## config.mk

```make
export PLATFORM = sky130hd
export DESIGN_NAME = asteroid_wave_ctrl
export DESIGN_NICKNAME = d
export VERILOG_FILES = /design/src/rtl/asteroid_wave_ctrl.sv
export SDC_FILE = /design/constraint.sdc
export NUM_CORES = 1
export LEC_CHECK = 0
export CELL_PAD_IN_SITES_DETAIL_PLACEMENT = 1
export CELL_PAD_IN_SITES_GLOBAL_PLACEMENT = 2
export CORE_MARGIN = 2
export CORE_UTILIZATION = 35
export CTS_CLUSTER_DIAMETER = 60
export DETAILED_ROUTE_END_ITERATION = 10
export PLACE_DENSITY_LB_ADDON = 0.1
export SLEW_MARGIN = 5
export SYNTH_ARGS = -nofsm -noshare
export SYNTH_HDL_FRONTEND = slang
export SYNTH_SLANG_ARGS = --single-unit
```

## constraint.sdc

```tcl
create_clock -name clk -period 4.31 [get_ports clk]
set_input_delay 0.862 -clock clk [delete_from_list [all_inputs] [get_ports clk]]
set_output_delay 0.862 -clock clk [all_outputs]
set_load 0.005 [all_outputs]
```

## src/rtl/asteroid_wave_ctrl.sv

```systemverilog
// Wave/level scheduler for the asteroid field: sizes each wave, issues per-quad spawn
// pulses, detects wave clear, waits the inter-wave delay and tracks the level in BCD.
module asteroid_wave_ctrl #(
    parameter int NQUAD        = 3,
    parameter int QUAD_START   = 1,
    parameter int DELAY_FRAMES = 90
) (
    input  logic             clk,
    input  logic             reset,
    input  logic             vsync,
    input  logic             game_begin,
    input  logic             game_over,
    input  logic [NQUAD-1:0] quad_alive,
    output logic [NQUAD-1:0] new_level,
    output logic [NQUAD-1:0] quad_active,
    output logic             wave_clear,
    output logic [7:0]       level_bcd,
    output logic [1:0]       state_dbg
);

    typedef enum logic [1:0] {
        IDLE  = 2'd0,
        SPAWN = 2'd1,
        PLAY  = 2'd2,
        WAIT  = 2'd3
    } state_t;

    state_t      state;
    logic [6:0]  level;
    logic [7:0]  delay_cnt;
    logic [6:0]  level_inc;
    logic [7:0]  bcd_inc;

    // Lowest K bits set, K = QUAD_START + lvl - 1; the loop bound caps K at NQUAD.
    function automatic logic [NQUAD-1:0] active_mask(input logic [6:0] lvl);
        int unsigned      k;
        logic [NQUAD-1:0] m;
        k = 32'(QUAD_START) + 32'(lvl) - 32'd1;
        m = '0;
        for (int unsigned i = 0; i < NQUAD; i++) begin
            if (i < k) m[i] = 1'b1;
        end
        return m;
    endfunction

    always_comb begin
        level_inc = (level == 7'd99) ? level : level + 7'd1;
        bcd_inc   = level_bcd;
        if (level_bcd != 8'h99) begin
            if (level_bcd[3:0] == 4'd9) bcd_inc = {level_bcd[7:4] + 4'd1, 4'd0};
            else                        bcd_inc = {level_bcd[7:4], level_bcd[3:0] + 4'd1};
        end
    end

    always_ff @(posedge clk or posedge reset) begin
        if (reset) begin
            state       <= IDLE;
            level       <= '0;
            level_bcd   <= '0;
            quad_active <= '0;
            delay_cnt   <= '0;
            wave_clear  <= 1'b0;
        end else if (game_over) begin
            // Level is deliberately kept so the HUD shows the final level.
            state       <= IDLE;
            quad_active <= '0;
            delay_cnt   <= '0;
            wave_clear  <= 1'b0;
        end else begin
            wave_clear <= 1'b0;
            if (vsync) begin
                case (state)
                    IDLE: begin
                        if (game_begin) begin
                            level       <= 7'd1;
                            level_bcd   <= 8'h01;
                            quad_active <= active_mask(7'd1);
                            state       <= SPAWN;
                        end
                    end
                    SPAWN: state <= PLAY;
                    PLAY: begin
                        if ((quad_alive & quad_active) == '0) begin
                            wave_clear <= 1'b1;
                            delay_cnt  <= 8'(DELAY_FRAMES - 1);
                            state      <= WAIT;
                        end
                    end
                    WAIT: begin
                        if (delay_cnt == '0) begin
                            level       <= level_inc;
                            level_bcd   <= bcd_inc;
                            quad_active <= active_mask(level_inc);
                            state       <= SPAWN;
                        end else begin
                            delay_cnt <= delay_cnt - 8'd1;
                        end
                    end
                    default: state <= IDLE;
                endcase
            end
        end
    end

    // Combinational so the pulse lands on the same vsync the quads sample.
    assign new_level = {NQUAD{vsync & (state == SPAWN) & ~game_over}} & quad_active;
    assign state_dbg = state;

endmodule
```

## Word-level counts from Yosys, hierarchy flattened

Cells that the tools add are included.

- Register bits after elaboration: 29
- Input port bits: 8

- Add/sub/neg operators: 6
- Magnitude comparators: 3
- Equal/unequal tests: 14
- Mux-type cells: 32
- Bitwise logic cells: 5
- Reductions and logical operators: 13

Operators by type and width:

| kind | number |
|---|---|
| 1-bit by 32-bit less-than comparator with 1-bit output, first input constant | 2 |
| 8-bit 2-to-1 mux | 8 |
| 2-bit by 32-bit less-than comparator with 1-bit output, first input constant | 1 |
| 8-bit case mux with 2 select lines | 2 |
| 7-bit 2-to-1 mux | 3 |
| 7-bit case mux with 2 select lines | 1 |
| 3-bit 2-to-1 mux | 4 |
| 3-bit inequality test, second input constant | 4 |
| 4-bit AND reduction | 3 |
| 2-bit 2-to-1 mux | 5 |
| 8-bit by 1-bit subtractor with 9-bit output, second input constant | 1 |
| 1-bit by 7-bit adder with 8-bit output, first input constant | 1 |
| 4-bit by 1-bit adder with 4-bit output, second input constant | 2 |
| 8-bit zero test | 1 |
| 2-bit inequality test, second input constant | 4 |
| 8-bit inequality test, second input constant | 1 |
| 2-bit case mux with 4 select lines | 1 |
| 8-bit by 1-bit subtractor with 8-bit output, second input constant | 1 |
| 7-bit by 1-bit adder with 7-bit output, second input constant | 1 |
| 7-bit equality test, second input constant | 1 |
| 1-bit 2-to-1 mux | 7 |
| 7-bit AND reduction | 1 |
| 3-bit AND | 2 |
| 3-bit case mux with 2 select lines | 1 |
| other kinds (11) | 15 |

## Logic depth before layout (Yosys ltp)

Gate-level depths: netlist (run 1).

- Word-level depth: 10
- Mapped depth: 8

## Worst setup path before layout (run 1)

No wires, ideal clock.

- Path kind: input-to-output
- Start: input port game_over
- End: output port new_level[0]
- Data arrival time: 1.317 ns
- Data required time: 3.448 ns
- Setup slack: 2.131 ns
- Stages: 3
- Path buffers: 1
- Cell sequence: buf_4 > nor2b_2 > and3_1

- Word-level cells in the longest chain between the ends: 3

Ends and longest elaborated chain:

| what | line | text |
|---|---|---|
| start, declared | 12 | `input logic game_over,` |
| 1-bit inverter (no source line) | n/a |  |
| 1-bit AND | 106 | `assign new_level = {NQUAD{vsync & (state == SPAWN) & ~game_over}} & quad_active;` |
| 3-bit AND | 106 |  |
| end, declared | 14 | `output logic [NQUAD-1:0] new_level,` |

No other way between the ends.

## Worst setup path in the final report (run 1)

Ends and elaborated chain as after synthesis.

==> results of run 1 <==
## per-stage QoR
stage                     hold slack, ns  setup slack [ns]  power [mW]
after floorplan                   0.5057             2.131      0.3723
after global routing              0.5995            0.9658      0.6840
final                             0.5423             1.071      0.6437
after CTS                         0.5576             1.053      0.6581
after detailed placement          0.5320             1.063      0.4187
after global placement            0.5397             1.101      0.4129
## power breakdown
group | internal [mW] | total (mW) | switching, mW
sequential | 0.284 | 0.303 | 0.0192
combinational | 0.0535 | 0.111 | 0.0571
clock | 0.126 | 0.230 | 0.103
total | 0.464 | 0.644 | 0.180
## area by class of cell
cell class	instances	area (µm²)
Sequential cell	29	725.7
Inverter	11	41.29
Tap cell	70	87.58
Fill cell	592	2902
Multi-Input combinational cell	157	1075
Timing Repair Buffer	26	255.2
Clock buffer	7	86.33
## path summary, 6_finish.rpt
| kind | endpoint | slack (ns) |
|---|---|---|
| worst max-delay path | new_level[0] | 1.07 |
| worst min-delay path | quad_active[1] | 0.54 |
| worst max register to register | level_bcd[0] | 2.01 |
| worst min register to register | quad_active[1] | 0.54 |
| max in group asynchronous | level[5] | 3.05 |
| min in group asynchronous | delay_cnt[1] | 0.97 |
## placed cells by master, fill, tap and decap left out, types with 9 or more instances in the layout
master and n:
nand2_1 19, ha_1 12, nor2_1 18, dfrtp_1 29, o21ai_0 11, inv_1 11, nand3_1 9, clkdlybuf4s50_1 24
## kinds of logic (layout without fill, tap and decap cells)
| family | after synthesis | after routing | synth area share |
|---|---|---|---|
| muxes | 4 | 4 | 0.02252 |
| and+or+nand+nor | 88 | 88 | 0.2556 |
| buffers and inverters | 20 | 44 | 0.04702 |
| DFF | 29 | 29 | 0.3841 |
| xor gates and xnor gates | 6 | 6 | 0.02781 |
| adders and majority gates | 12 | 12 | 0.07947 |
| AOI/OAI and AO/OA | 47 | 47 | 0.1834 |
## state kept, by name (all words and copies together) (netlist names)
| name | cells |
|---|---|
| state_dbg | 2 |
| delay_cnt | 8 |
| quad_active | 3 |
| wave_clear | 1 |
| level_bcd | 8 |
| level | 7 |
## per-layer routing
metal,global-route usage,up-vias,part of all wire
li1,-,788,-
met5,0,-,0
met3,0.03953,6,0.030
met1,0.2294,815,0.47
met4,0.06607,0,0.016
met2,0.2870,28,0.48
## worst reg2reg max path, delay by kind of cell (launching register included)
kind / cells / cell delay, ns
fa+ha+maj: 1 / 0.27
flops: 1 / 0.44
compound gates: 2 / 0.48
buf+inv: 1 / 0.09
simple gates: 3 / 0.88
==> implementation parameters, run 1 <==
Parameter                              Value

Run status
  Result of the run ... completed

Min path
  Beginning of the worst hold path ... quad_active[1]
  Type of the tightest min-delay check ... reg2reg
  Hold-critical path depth ... 2

Synth
  Share of flip-flops with an asynchronous set or reset after synthesis ... 1.000
  Most used DFF post-synth ... dfrtp_1
  Most frequent cell after synthesis ... dfrtp_1
  Number of synthesized flops with an enable pin ... 0
  Warning count from the yosys run ... 0
  Dominant cell type by area after synthesis ... dfrtp_1
  Net Count, Synth ... 226
  Top cells by instance count after synthesis ... dfrtp_1 (29), nand2_1 (19), nor2_1 (18), ha_1 (12)
  Avg Cell Area, Syn ... 9.171 µm²
  Top post-synthesis cells by area ... dfrtp_1 (38%), ha_1 (7.9%), nand2_1 (3.8%), nor2_1 (3.6%), o21ai_0 (2.9%)
  Number of storage elements in the synthesis netlist ... 29
  Register area share after synthesis ... 0.3841
  Number of distinct library cells after synthesis ... 51
  Combined area of all synthesized cells ... 1889 µm²
  Area fraction of the dominant cell type after synthesis ... 0.3841
  Gate Count Post-Synth ... 206

Finish
  Share of final-layout standard cells stronger than drive strength 1 ... 0.09130
  Synth-to-Final Area Change ... 20.20%
  Finished Core Util ... 0.4390
  Area of all placed cells without fillers ... 2271 µm²
  Number of standard cells in the layout, taps in and fillers out ... 300
  Antenna cell count ... 0
  # nets final ... 250

Routing
  Final wirelength ... 4.788 mm
  Post-route ant nets ... 0
  WL/cell ... 15.96 µm
  DR vias ... 1637
  # DRC ... 0
  Detailed Routing Iterations Pass 1 ... 4
  1st-iter DRT viols ... 76
  Vias per cell ... 5.457

Global routing
  GRT Resource Usage Total ... 0.1765
  Pin count of the biggest net entering global routing ... 30
  Wire length of the first global-routing pass ... 8.293 mm
  Congestion Overflow GR ... 0
  Initial antenna violation count ... 0
  Number of global-route vias before repair ... 1715

Clocking
  Clock transition time at the flip-flop clock pins of the worst setup and hold paths ... 0.06 ns
  TritonCTS clock tree ... yes
  Hold-fix buffers, CTS ... 0
  Number of clock buffers inserted by TritonCTS ... 5
  # clock sinks ... 29
  Max Buffers Root-to-Sink ... 2
  CTS H-tree lvls ... 2
  Cells resized by post-CTS repair ... 0
  Clock tree root driver cell ... clkbuf_8
  Clk_lat worst skew ... 0.28 ns
  Post-CTS setup-driven buffer insertion count ... 0

Floorplanning
  # rows ... 26
  Standard cell core area ... 5172 µm²
  Floorplan die width ... 77.47 µm
  Initial core utilization ... 0.3653
  Area of the die ... 6002 µm²
  Die Ht ... 77.47 µm
  Number of top-level pins ... 25

STA
  Relative slew margins ... 0.6086
  Clk_skew ... 0.005254 ns
  Actual transition at the worst max-transition pin ... 0.5844 ns
  Highest achievable clock rate ... 308.7 MHz
  Final setup violation count ... 0
  Max Slew Vio Count ... 0
  Post-route setup TNS ... 0 ns
  Hold violation count in the final report ... 0
  Unrepaired setup endpoints after global routing ... false
  Portion of the clock cycle consumed by the worst path in the final layout ... 0.7515
  Crit path time final ... 3.239 ns

Worst setup path
  Sum of buffers and inverters on the critical path ... 2
  Setup crit end kind ... output pin
  Peak fanout along the critical path ... 10
  Number of gates on the worst path with buffers counted ... 4
  Critical Path, Cell by Cell ... clkdlybuf4s50_1 > nor2b_2 > and3_1 > clkdlybuf4s50_1
  Required time at the worst-slack endpoint ... 3.45 ns
  Startpoint class of the critical path ... input port
  Slowest cell on crit path ... clkdlybuf4s50_1
  CP delay by family, top ... buffers and inverters
  CP peak stage delay ... 0.58 ns
  Startpoint of the worst setup timing path ... game_over
  Signal arrival time at the worst endpoint ... 2.38 ns
  Worst r2r path cells ... 7
  Type of the worst setup path ... in2out
  Critical R2R Launch ... state_dbg[0]
  Cell repeated most along the worst path ... clkdlybuf4s50_1

Power
  PwrDens ... 283.5 nW/µm²
  Peak supply drop ... 0.0001316 V
  Pleak ... 0.9356 nW

Placed design
  Placed cells ... 293
  Last weighted congestion value of the routability-driven placer ... 0.7752
  Number of buffer cells added on primary ports ... 24
  Final HPWL DP ... 3.454 mm
  Placed cell areas ... 2185 µm²

Job
  Total of max-cap violations ... 0
Power figures use the tool's default switching activity.
==> inputs of run 2 (changes only) <==
--- a/config.mk
+++ b/config.mk
@@ -8,7 +8,7 @@
 export CELL_PAD_IN_SITES_DETAIL_PLACEMENT = 1
 export CELL_PAD_IN_SITES_GLOBAL_PLACEMENT = 2
 export CORE_MARGIN = 2
-export CORE_UTILIZATION = 35
+export CORE_UTILIZATION = 34
 export CTS_CLUSTER_DIAMETER = 60
 export DETAILED_ROUTE_END_ITERATION = 10
 export PLACE_DENSITY_LB_ADDON = 0.1
==> constraint.sdc (replaced) <==
create_clock -name clk -period 3.15 [get_ports clk]
set_input_delay 0.63 -clock clk [delete_from_list [all_inputs] [get_ports clk]]
set_output_delay 0.63 -clock clk [all_outputs]
set_load 0.005 [all_outputs]
==> run 2 against run 1 <==
Cell count up 1.7%. Wire length up 1.7%. Total power up 41%. Worst hold slack better by 0.012 ns. Highest routed layer unchanged.
==> implementation parameters, run 2 (synthesized netlist as in run 1, its figures left out) <==
Parameter                              Value

Routing
  # DRC ... 0 (unchanged)
  WL/cell ... 15.96 µm (about the same)
  Vias per cell ... 5.400 (-1.0%)
  Final wirelength ... 4.868 mm (+1.7%)
  Post-route ant nets ... 0 (unchanged)
  DR vias ... 1647 (+0.61%)
  Detailed Routing Iterations Pass 1 ... 4 (unchanged)
  1st-iter DRT viols ... 62 (-18%)

Worst setup path
  Setup crit end kind ... output pin
  Peak fanout along the critical path ... 5 (-5)
  Critical R2R Launch ... state_dbg[0]
  Minimum setup slack among reg-to-reg paths ... 0.79 ns (-1.22 ns)
  Critical Path, Cell by Cell ... clkdlybuf4s50_1 > nor2b_2 > and3_1 > clkdlybuf4s50_1
  Type of the worst setup path ... in2out
  CP delay by family, top ... buffers and inverters
  Cell repeated most along the worst path ... clkdlybuf4s50_1
  CP peak stage delay ... 0.56 ns (-0.02 ns)
  Slowest cell on crit path ... clkdlybuf4s50_1
  Required time at the worst-slack endpoint ... 2.52 ns (-0.93 ns)
  Worst r2r path cells ... 6 (-1)
  Startpoint class of the critical path ... input port
  Sum of buffers and inverters on the critical path ... 2 (unchanged)
  Reg2Reg Capture Point ... delay_cnt[4]
  Signal arrival time at the worst endpoint ... 2.12 ns (-0.26 ns)

Clocking
  CTS H-tree lvls ... 2 (unchanged)
  Max Buffers Root-to-Sink ... 2 (unchanged)
  Clock transition time at the flip-flop clock pins of the worst setup and hold paths ... 0.06 ns (about the same)
  TritonCTS clock tree ... yes
  Clock tree root driver cell ... clkbuf_8
  Hold-fix buffers, CTS ... 0 (unchanged)
  Clk_lat worst skew ... 0.28 ns (about the same)
  # clock sinks ... 29 (unchanged)
  Post-CTS setup-driven buffer insertion count ... 0 (unchanged)
  Number of clock buffers inserted by TritonCTS ... 5 (unchanged)
  Cells resized by post-CTS repair ... 0 (unchanged)

Min path
  Hold path endpoint ... quad_active[1]
  Beginning of the worst hold path ... quad_active[1]
  Hold-critical path depth ... 2 (unchanged)
  Type of the tightest min-delay check ... reg2reg

Global routing
  Initial antenna violation count ... 0 (unchanged)
  Number of global-route vias before repair ... 1762 (+2.7%)
  Pin count of the biggest net entering global routing ... 30 (unchanged)
  Wire length of the first global-routing pass ... 8.397 mm (+1.3%)
  Congestion Overflow GR ... 0 (unchanged)
  GRT Resource Usage Total ... 0.1708 (-0.005641)

Finish
  Synth-to-Final Area Change ... 21.92%
  Antenna cell count ... 0 (unchanged)
  Number of standard cells in the layout, taps in and fillers out ... 305 (+1.7%)
  Registers with the highest flip-flop counts ... delay_cnt: 8 flops, level_bcd: 8 flops, level: 7 flops
  # nets final ... 252 (+0.80%)
  Leading cell types in the layout, fill and taps excluded ... dfrtp_1 (29), clkdlybuf4s50_1 (24), nand2_1 (19), nor2_1 (18), ha_1 (12)
  Share of final-layout standard cells stronger than drive strength 1 ... 0.1073 (+0.01599)
  Most common cell after layout, fill and taps aside ... dfrtp_1
  Finished Core Util ... 0.4235 (-0.01553)

Floorplanning
  # rows ... 27 (+3.8%)
  Floorplan die width ... 78.55 µm (+1.4%)
  Die Ht ... 78.55 µm (+1.4%)
  Initial core utilization ... 0.3474 (-0.01790)
  Standard cell core area ... 5439 µm² (+5.2%)
  Number of top-level pins ... 25 (unchanged)
  Area of the die ... 6169 µm² (+2.8%)

Power
  Peak supply drop ... 0.0001827 V (+39%)
  Total power ... 0.9053 mW (+41%)
  Pleak ... 0.9545 nW (+2.0%)
  PwrDens ... 393.0 nW/µm² (+39%)

STA
  Final setup violation count ... 0 (unchanged)
  Post-route setup TNS ... 0 ns (unchanged)
  Hold violation count in the final report ... 0 (unchanged)
  Portion of the clock cycle consumed by the worst path in the final layout ... 0.8715
  Unrepaired setup endpoints after global routing ... false
  Max Slew Vio Count ... 0 (unchanged)
  Crit path time final ... 2.745 ns
  Clk_skew ... 0.003845 ns (-0.001409 ns)
  Actual transition at the worst max-transition pin ... 0.7442 ns (+0.1598 ns)
  Highest achievable clock rate ... 364.3 MHz
  Relative slew margins ... 0.5039 (-0.1047)

Job
  Total of max-cap violations ... 0 (unchanged)

Run status
  Result of the run ... completed

Placed design
  Last weighted congestion value of the routability-driven placer ... 0.8013 (+3.4%)
  Number of buffer cells added on primary ports ... 24 (unchanged)
  Placed cells ... 297 (+1.4%)
  Final HPWL DP ... 3.553 mm (+2.9%)
[run 2: cell count changes in the layout (fill, tap and decap cells not counted)]
cell / before / now
buf_4: 2 / 4
clkinv_2: 0 / 1
clkbuf_8: 6 / 7
clkbuf_1: 1 / 0
[run 2: area by class of cell]
| cell class | instances | area (µm²) |
|---|---|---|
| clock buffer | 7 | 96.34 |
| clock inverter | 1 | 5.005 |
| fill | 640 | 3136 |
| inverter | 11 | 41.29 |
| multi-input combinational | 157 | 1075 |
| sequential | 29 | 725.7 |
| tap | 72 | 90.09 |
| timing repair buffer | 28 | 270.3 |
[run 2: worst register-to-register path, cell delays in order, from the launching register on]
cell,delay [ns]
dfrtp_1,0.46
ha_1,0.68
nor2_1,0.14
a31oi_1,0.48
nand4_1,0.19
xor2_1,0.18
a21oi_1,0.16
[run 2: how the worst max path moves through the flow]
stage                              from           end  slack, ns  cells past startpoint
after floorplan           quad_alive[0]  state_dbg[1]       1.31                      5
after global placement            vsync  new_level[1]       0.48                      4
after detailed placement          vsync  new_level[0]       0.40                      4
after CTS                         vsync  new_level[0]       0.40                      4
after global routing              vsync  new_level[2]       0.31                      4
final                             vsync  new_level[0]       0.40                      4
[run 2: layer usage]
metal / part of all wire / track usage / up-vias
met5: 0 / 0 / -
met4: 0.0039 / 0.03860 / 0
met3: 0.029 / 0.03563 / 2
met2: 0.51 / 0.2983 / 23
met1: 0.46 / 0.2160 / 833
li1: - / - / 789
[run 2: metrics by stage]
| step | instance area, µm² | setup WS (ns) | hold slack [ns] |
|---|---|---|---|
| finish | 2303 | 0.4049 | 0.5546 |
| global route | 2303 | 0.3064 | 0.5929 |
| CTS | 2303 | 0.3966 | 0.5672 |
| detailed placement | 2202 | 0.3985 | 0.5456 |
| global placement | 2202 | 0.4819 | 0.5469 |
| floorplan | 1889 | 1.308 | 0.5057 |
[run 2: power breakdown]
part	total (mW)	leakage, nW	internal, mW	switching [mW]
clock	0.340	0.0542	0.197	0.143
sequential	0.415	0.393	0.389	0.0258
combinational	0.150	0.507	0.0745	0.0759
==> inputs of run 3 (changes only) <==
--- a/config.mk
+++ b/config.mk
@@ -12,6 +12,7 @@
 export CTS_CLUSTER_DIAMETER = 60
 export DETAILED_ROUTE_END_ITERATION = 10
 export PLACE_DENSITY_LB_ADDON = 0.1
+export SKIP_LAST_GASP = 1
 export SLEW_MARGIN = 5
 export SYNTH_ARGS = -nofsm -noshare
 export SYNTH_HDL_FRONTEND = slang
==> results of run 3 <==
No change in the layout: final DEF, timing and power equal those of run 2.
